===== config.mk =====
export PLATFORM = sky130hd
export DESIGN_NAME = uart_tx_drain
export DESIGN_NICKNAME = d
export VERILOG_FILES = /design/src/rtl/uart_pkg.sv /design/src/rtl/uart_bit_timer.sv /design/src/rtl/uart_tx_drain.sv
export SDC_FILE = /design/constraint.sdc
export NUM_CORES = 1
export LEC_CHECK = 0
export BUFFER_PORTS_ARGS = -buffer_cell sky130_fd_sc_hd__buf_2
export CORE_UTILIZATION = 40
export CTS_CLUSTER_DIAMETER = 30
export DETAILED_ROUTE_END_ITERATION = 16
export PLACE_DENSITY_LB_ADDON = 0.2
export SYNTH_ARGS = -nofsm -noshare
export SYNTH_HDL_FRONTEND = slang
export SYNTH_SLANG_ARGS = --single-unit
export TNS_END_PERCENT = 100

===== constraint.sdc =====
create_clock -name sysclk -period 2.9 [get_ports sysclk]
set_clock_uncertainty 0.05 [all_clocks]
set_input_delay 0.725 -clock sysclk [delete_from_list [all_inputs] [get_ports sysclk]]
set_output_delay 0.725 -clock sysclk [all_outputs]
set_load 0.005 [all_outputs]

===== src/rtl/uart_pkg.sv =====
// Shared constants and state encoding for the UART transmit path that drains the byte FIFO.
package uart_pkg;

    localparam int DEFAULT_CLKS_PER_BIT = 104;  // 12 MHz / 115200 baud
    localparam int FIFO_WIDTH           = 8;
    localparam int START_BITS           = 1;
    localparam int STOP_BITS            = 1;
    localparam int FRAME_BITS           = START_BITS + FIFO_WIDTH + STOP_BITS;

    localparam logic [2:0] ENC_IDLE  = 3'd0;
    localparam logic [2:0] ENC_POP   = 3'd1;
    localparam logic [2:0] ENC_LOAD  = 3'd2;
    localparam logic [2:0] ENC_START = 3'd3;
    localparam logic [2:0] ENC_DATA  = 3'd4;
    localparam logic [2:0] ENC_STOP  = 3'd5;

    typedef enum logic [2:0] {
        ST_IDLE  = ENC_IDLE,
        ST_POP   = ENC_POP,
        ST_LOAD  = ENC_LOAD,
        ST_START = ENC_START,
        ST_DATA  = ENC_DATA,
        ST_STOP  = ENC_STOP
    } tx_state_t;

endpackage


===== src/rtl/uart_bit_timer.sv =====
// Bit-period timer: counts 0..CLKS_PER_BIT-1, wraps, and flags the terminal count.
module uart_bit_timer
    import uart_pkg::*;
#(
    parameter int CLKS_PER_BIT = DEFAULT_CLKS_PER_BIT
) (
    input  logic sysclk,
    input  logic reset,
    input  logic clear,
    output logic tick
);

    localparam int              CNT_W = $clog2(CLKS_PER_BIT);
    localparam logic [CNT_W-1:0] LAST = CNT_W'(CLKS_PER_BIT - 1);

    logic [CNT_W-1:0] count;

    // NOTE: non-blocking assignments so every flop samples its pre-edge inputs.
    always_ff @(posedge sysclk) begin
        if (reset || clear) begin
            count <= '0;
        end else if (count == LAST) begin
            count <= '0;
        end else begin
            count <= count + 1'b1;
        end
    end

    assign tick = (count == LAST);

endmodule


===== src/rtl/uart_tx_drain.sv =====
// 8N1 UART transmitter that owns the FIFO read port: one pop per frame, frames back-to-back
// while data is available and transmission is enabled.
module uart_tx_drain
    import uart_pkg::*;
#(
    parameter int CLKS_PER_BIT = DEFAULT_CLKS_PER_BIT,
    parameter int DATA_BITS    = FIFO_WIDTH
) (
    input  logic                 sysclk,
    input  logic                 reset,
    input  logic                 tx_enable,
    input  logic                 fifo_empty,
    input  logic [DATA_BITS-1:0] fifo_rdata,
    output logic                 fifo_read_en,
    output logic                 tx,
    output logic                 busy
);

    localparam int               IDX_W    = $clog2(DATA_BITS);
    localparam logic [IDX_W-1:0] LAST_IDX = IDX_W'(DATA_BITS - 1);

    tx_state_t              state;
    logic [DATA_BITS-1:0]   shift;
    logic [IDX_W-1:0]       bit_idx;
    logic                   tick;
    logic                   timer_clear;
    logic                   can_start;

    assign can_start = tx_enable && !fifo_empty;

    // Holding the timer at zero outside the frame lines START up exactly with LOAD's closing edge.
    assign timer_clear = (state == ST_IDLE) || (state == ST_POP) || (state == ST_LOAD);

    uart_bit_timer #(
        .CLKS_PER_BIT(CLKS_PER_BIT)
    ) u_bit_timer (
        .sysclk (sysclk),
        .reset  (reset),
        .clear  (timer_clear),
        .tick   (tick)
    );

    // Pure state decodes: the pop strobe can never coincide with anything but POP.
    assign fifo_read_en = (state == ST_POP);
    assign busy         = (state != ST_IDLE);

    always_ff @(posedge sysclk) begin
        if (reset) begin
            state   <= ST_IDLE;
            tx      <= 1'b1;
            shift   <= '0;
            bit_idx <= '0;
        end else begin
            case (state)
                ST_IDLE: begin
                    if (can_start) state <= ST_POP;
                end
                ST_POP: begin
                    state <= ST_LOAD;
                end
                ST_LOAD: begin
                    shift <= fifo_rdata;
                    tx    <= 1'b0;
                    state <= ST_START;
                end
                ST_START: begin
                    if (tick) begin
                        tx      <= shift[0];
                        shift   <= shift >> 1;
                        bit_idx <= '0;
                        state   <= ST_DATA;
                    end
                end
                ST_DATA: begin
                    if (tick) begin
                        if (bit_idx == LAST_IDX) begin
                            tx    <= 1'b1;
                            state <= ST_STOP;
                        end else begin
                            tx      <= shift[0];
                            shift   <= shift >> 1;
                            bit_idx <= bit_idx + 1'b1;
                        end
                    end
                end
                ST_STOP: begin
                    // Empty flag and enable are re-sampled only here, allowing back-to-back frames.
                    if (tick) state <= can_start ? ST_POP : ST_IDLE;
                end
                default: begin
                    state <= ST_IDLE;
                    tx    <= 1'b1;
                end
            endcase
        end
    end

endmodule

==> impl_metrics.tcl, run 1 <==
set metrics [dict create \
    whs_endpoint "u_bit_timer.count[0]$_SDFF_PP0_" \
    synth.ff_latch_count 22 \
    async_set_or_reset_register_ratio_after_synthesis_pct 0 \
    status "finished, final reports clean" \
    antenna_left 0 \
    cts_resized 0 \
    seq_area_frac_synth_pct 38.2 \
    chain_of_cells_forming_the_critical_path "nor2_1 > nand2_1 > buf_2" \
    wire_per_inst_um 13.1 \
    yosys.area_share.adder_pct 3.25 \
    holdPathStages 1 \
    hold_buffers 0 \
    dr_total_vias 971 \
    power.ir.vdd_worst_mv 0.226 \
    ctsLongestPathBuffers 2 \
    insertion_delay_ns 0.30 \
    finalCoreUtilization_pct 45.8 \
    placedInstanceArea_sq_um 1230 \
    power.static_leakage_nw 0.513 \
    hold_violations 0 \
    core_area_sq_um 2730 \
    worst_ep_arrival_time_ns 1.38 \
    detail_route.drc_violations 0 \
    final.fill_count 279 \
    postRouteWirelength_mm 2.25 \
    cp.depth 3 \
    rr_worst_depth 6 \
    syn-instance-count 130 \
    cts_max_level 1 \
    setup_tns_ns 0 \
    number_of_unique_standard_cell_types_used_by_synthesis 38 \
    area_growth_pct 8.46 \
    synth-warning-count 0 \
    chipWidth_um 55.7 \
    setup.worst_path.end_class "output port" \
    cts_tree "done" \
    synth.area.top_cells "dfxtp_1 38%, mux2i_1 6.1%, a21oi_1 5.6%" \
    synth.largest_area_cell "dfxtp_1" \
    main_combinational_cell_family_by_area_after_synthesis "simple AND/OR/NAND/NOR gates" \
    post_synth_and_or_nand_nor_area_fraction_pct 26.4 \
    pin_count_of_the_biggest_net_entering_global_routing 18 \
    holdCritPathClass "flip-flop to flip-flop" \
    fin_crit_ns 2.15 \
    post_synth_most_frequent_cells "22 x dfxtp_1, 13 x a21oi_1, 10 x nor2_1, 8 x nand2_1, 8 x nand3_1" \
    crit_fanout 17 \
    slew_headroom_pct 62.7 \
    drt_iter0_drc 20 \
    die_area_sq_um 3100 \
    worstSetupStartpointType "flip-flop" \
    fmaxAchievable_mhz 465 \
    final-max-slew-violation-count 0 \
    rows 19 \
    post_cts.repair.setup_buffers 0 \
    port-buffer-count 14 \
    synth_area_in_compound_gates_pct 19.2 \
    worst_path_max_delay_cell "dfxtp_1" \
    yosys-mux-area-fraction_pct 6.07 \
    detail_route.vias_per_cell 5.65 \
    regToRegEndpoint "bit_idx[0]$_SDFFE_PP0P_" \
    grt_pass1_wl_mm 4.03 \
    post-layout-total-power_mw 0.517 \
    critical_path.reg2reg.startpoint "bit_idx[0]$_SDFFE_PP0P_" \
    detailed_place_hpwl_mm 1.64 \
    floorplan.initialDensity_pct 42.2 \
    grt_overflow 0 \
    grt_use_total_pct 16.1 \
    design.final.nets 158 \
    synth_xor_xnor_area_share_pct 3.04 \
    cts-buffers-inserted 3 \
    setup_viol 0 \
    cts.reportedPaths.clkPinSlew_ns 0.11 \
    syn_area_per_cell_sq_um 8.87 \
    clock-root-buffer "clkbuf_4" \
    final_layout_size_suffix_gt1_share_pct 16.3 \
    synth_ff_type "dfxtp_1" \
    r2r_slack_ns 0.96 \
    hp-start "u_bit_timer.count[0]$_SDFF_PP0_" \
    die_h_um 55.7 \
    antenna_violations_before_repair 0 \
    cp_data_required_time_ns 2.12 \
    synth_fp_nets 145 \
    syn-cell-area_sq_um 1150 \
    pwr_density_cell_nw_per_um2 413 \
    worst_path_largest_cell_delay_ns 0.65 \
    synth.most_common_cell "dfxtp_1" \
    post-route-cell-area_sq_um 1250 \
    timing.setup.critical_path_class "flip-flop to output port" \
    antenna_cells 0 \
    worst_slew_pin_slew_ns 0.559 \
    crit_family "flip-flops" \
    cts_sinks 22 \
    drt_first_pass_iters 4 \
    synth_enable_flop_cells 0 \
    critical_path_buf_inv_count 1 \
    rsz_0062_raised_after_global_routing "no" \
    gp_congestion 0.817 \
    top_level_ports 15 \
    first_global_vias 902 \
    synth_top_cell_area_share_pct 38.2 \
    timing.final.crit_share_pct 74.2 \
    maxCapViolations 0 \
]
==> power by group <==
group	internal (mW)	switching (mW)
registers	0.314	0.0137
clock network	0.0485	0.0891
logic	0.0256	0.0257
==> flip-flops by register name, indices dropped and copies added (netlist names) <==
name	flops
shift	8
u_bit_timer.count	7
bit_idx	3
state	3
tx	1
==> placed cells by master, fill, tap and decap left out, drive strengths merged, types with 4 or more instances in the layout <==
master / count
nand2: 8
nand3: 8
o41ai: 7
a21oi: 14
nor3b: 4
buf: 14
mux2i: 7
dfxtp: 22
and3: 4
o21ai: 5
nor2: 10
==> layout make-up <==
class	count	area (sq um)	area share, %
Sequential cell	22	440	35.2
Tap cell	31	38.8	3.10
Clock buffer	3	22.5	1.80
Inverter	3	11.3	0.900
Multi-Input combinational cell	99	668	53.4
Timing Repair Buffer	14	70.1	5.60
==> per-stage QoR <==
stage	setup slack (ns)	std cells	hold WS (ns)
floorplan	1.12	130	0.363
global route	0.575	172	0.419
global placement	1.01	169	0.383
CTS	0.746	172	0.411
detailed placement	0.969	169	0.393
finish	0.749	172	0.410
==> cell families (layout without fill, tap and decap cells) <==
family / Yosys count / count (layout)
XOR/XNOR: 4 / 4
multiplexers: 7 / 7
adder cells (fa/ha/maj): 3 / 3
buffers and inverters: 9 / 20
AO/OA/AOI/OAI: 34 / 34
AND/OR/NAND/NOR: 51 / 51
flip-flops: 22 / 22
==> per-layer routing <==
layer  vias to the layer above  wire length [um]  global-route usage [%]
li1                        508                 -                       -
met1                       451              1100                    22.5
met2                         8              1050                    24.3
met3                         4                61                    2.79
met4                         0                32                    7.50
met5                         -                 0                       0
==> worst max path at each step <==
| stage | startpoint | end |
|---|---|---|
| final | state[1]$_SDFFE_PP0P_ | busy |
| after global routing | state[1]$_SDFFE_PP0P_ | busy |
| after CTS | state[1]$_SDFFE_PP0P_ | busy |
| after detailed placement | bit_idx[0]$_SDFFE_PP0P_ | bit_idx[0]$_SDFFE_PP0P_ |
| after global placement | bit_idx[0]$_SDFFE_PP0P_ | bit_idx[0]$_SDFFE_PP0P_ |
| after floorplan | u_bit_timer.count[0]$_SDFF_PP0_ | shift[7]$_SDFFE_PP0P_ |
(Power assumes the default switching activity.)
==> run 2: changes to the inputs <==
clock period = 1.83 ns   (was 2.9 ns; I/O delays follow)
==> run 2 against run 1 <==
Against the previous run: global-route usage increased by 0.75 points; design area increased by 16%; critical path depth increased by 6; cell count increased by 9.3%; combinational power increased by 93%; sequential cell count unchanged; setup slack got worse by 0.63 ns; count of clock-buffer cells in the layout increased by 1; register-to-register slack got worse by 0.85 ns; first-iteration DRC count decreased by 55%; sequential share of layout area decreased by 4.4 points; critical path type is now flip-flop to flip-flop; critical endpoint is now bit_idx[0]$_SDFFE_PP0P_.
==> impl_metrics.tcl, run 2 (synthesized netlist as in run 1, its figures left out) <==
set metrics [dict create \
    holdPathStages 2 \
    timing.setup.critical_path_class "flip-flop to flip-flop" \
    cts_sinks 22 \
    top_level_ports 15 \
    area_growth_pct 25.7 \
    pin_count_of_the_biggest_net_entering_global_routing 13 \
    worst_ep_arrival_time_ns 1.86 \
    die_h_um 55.7 \
    cts.reportedPaths.clkPinSlew_ns 0.12 \
    port-buffer-count 14 \
    grt_pass1_wl_mm 4.16 \
    rows 19 \
    p_sw_share_pct 24.1 \
    layout_common_cells "17 x dfxtp_1, 15 x buf_4, 14 x buf_2, 11 x a21oi_1, 9 x nor2_1" \
    rr_worst_depth 9 \
    setup_viol 0 \
    holdCritPathClass "input port to flip-flop" \
    sequentialPowerShare_pct 58.6 \
    clock-root-buffer "clkbuf_4" \
    cp_data_required_time_ns 1.98 \
    final-max-slew-violation-count 0 \
    design.final.nets 173 \
    worst_slew_pin_slew_ns 0.569 \
    antenna_left 0 \
    grt_use_total_pct 16.9 \
    final_common_cell "dfxtp_1" \
    r2r_slack_ns 0.11 \
    detailed_place_hpwl_mm 1.77 \
    largest_register_ffs 8 \
    antenna_violations_before_repair 0 \
    crit_fanout 3 \
    fin_crit_ns 1.72 \
    share_comb_of_total_power_pct 11.2 \
    setup_tns_ns 0 \
    timing.critical_path.from "bit_idx[1]$_SDFFE_PP0P_" \
    power.ir.vdd_worst_mv 0.529 \
    critical_path.reg2reg.startpoint "bit_idx[1]$_SDFFE_PP0P_" \
    die_area_sq_um 3100 \
    maxCapViolations 0 \
    placedInstanceArea_sq_um 1300 \
    dr_total_vias 1017 \
    drt_iter0_drc 9 \
    setup.worst_path.end_class "flip-flop" \
    ctsLongestPathBuffers 2 \
    grt_overflow 0 \
    power.static_leakage_nw 0.600 \
    clkPwrFrac_pct 30.2 \
    fmaxAchievable_mhz 583 \
    cts_max_level 1 \
    gp_congestion 0.801 \
    regToRegEndpoint "bit_idx[0]$_SDFFE_PP0P_" \
    post-route-cell-area_sq_um 1450 \
    internal_power_mw 0.669 \
    largest_register "shift" \
    worstSetupStartpointType "flip-flop" \
    cts_tree "done" \
    chipWidth_um 55.7 \
    postRouteWirelength_mm 2.40 \
    first_global_vias 985 \
    timing.final.crit_share_pct 93.8 \
    status "finished, final reports clean" \
    whs_endpoint "bit_idx[1]$_SDFFE_PP0P_" \
    cts-buffers-inserted 3 \
    slew_headroom_pct 61.9 \
    wire_per_inst_um 12.8 \
    pwr_density_cell_nw_per_um2 607 \
    floorplan.initialDensity_pct 42.2 \
    drt_first_pass_iters 4 \
    detail_route.drc_violations 0 \
    insertion_delay_ns 0.30 \
    final_layout_size_suffix_gt1_share_pct 33.8 \
    detail_route.vias_per_cell 5.41 \
    hold_violations 0 \
    antenna_cells 0 \
    p_sw_mw 0.212 \
    hp-start "reset" \
    largestRegisters "shift x8, u_bit_timer.count x7" \
    core_area_sq_um 2730 \
]
-- run 2: how the worst max path moves through the flow --
| stage | to | depth (start not counted) | slack, ns |
|---|---|---|---|
| after floorplan | shift[7]$_SDFFE_PP0P_ | 6 | 0.05 |
| after global placement | bit_idx[0]$_SDFFE_PP0P_ | 6 | 0.06 |
| after detailed placement | bit_idx[0]$_SDFFE_PP0P_ | 6 | -0.01 |
| after CTS | bit_idx[0]$_SDFFE_PP0P_ | 6 | 0.01 |
| after global routing | bit_idx[0]$_SDFFE_PP0P_ | 9 | -0.002 |
| final | bit_idx[0]$_SDFFE_PP0P_ | 9 | 0.11 |
-- run 2: power groups by stage --
stage          sequential (mW)  combinational, mW  clock [mW]
4_1_cts                  0.514             0.0952       0.278
3_3_place_gp             0.524             0.0931           0
3_5_place_dp             0.524             0.0951           0
5_1_grt                  0.519              0.111       0.290
6_report                 0.516             0.0989       0.266
2_1_floorplan            0.520             0.0637           0
-- run 2: final cells by class --
class | instances | area [sq um]
Fill cell | 264 | 1280
Multi-Input combinational cell | 99 | 734
Sequential cell | 22 | 447
Timing Repair Buffer | 29 | 183
Tap cell | 31 | 38.8
Clock buffer | 4 | 36.3
Inverter | 3 | 11.3
-- run 2: worst max-delay path: stages, from the launching register on --
cell,delay (ns)
dfxtp_2,0.35
ha_4,0.16
ha_4,0.16
nor4b_4,0.21
o211ai_1,0.14
buf_4,0.17
buf_4,0.12
buf_4,0.13
nand2_1,0.06
a21oi_1,0.06
-- run 2: what timing repair did --
item	in CTS	in global routing
pin swaps	4	6
hold endpoints to repair	0	0
endpoints found under the setup margin	1	6
hold buffers	0	0
resized for setup	6	13
buffers inserted	3	2
-- run 2: per-layer routing --
layer  track usage [%]  wire length (um)
met4              7.86                31
met3              3.02                52
met2              29.1              1140
met1              20.4              1170
met5                 0                 0
-- run 2: stage by stage --
| step | std cells | setup slack, ns | hold slack [ns] | total power [mW] | util (%) |
|---|---|---|---|---|---|
| global placement | 179 | 0.0564 | 0.380 | 0.617 | 47.7 |
| CTS | 186 | 0.0118 | 0.367 | 0.887 | 51.1 |
| floorplan | 130 | 0.0478 | 0.363 | 0.583 | - |
| detailed placement | 179 | -0.0144 | 0.393 | 0.619 | 47.7 |
| global route | 188 | -0.00161 | 0.384 | 0.920 | 53.0 |
| finish | 188 | 0.114 | 0.384 | 0.881 | 53.0 |
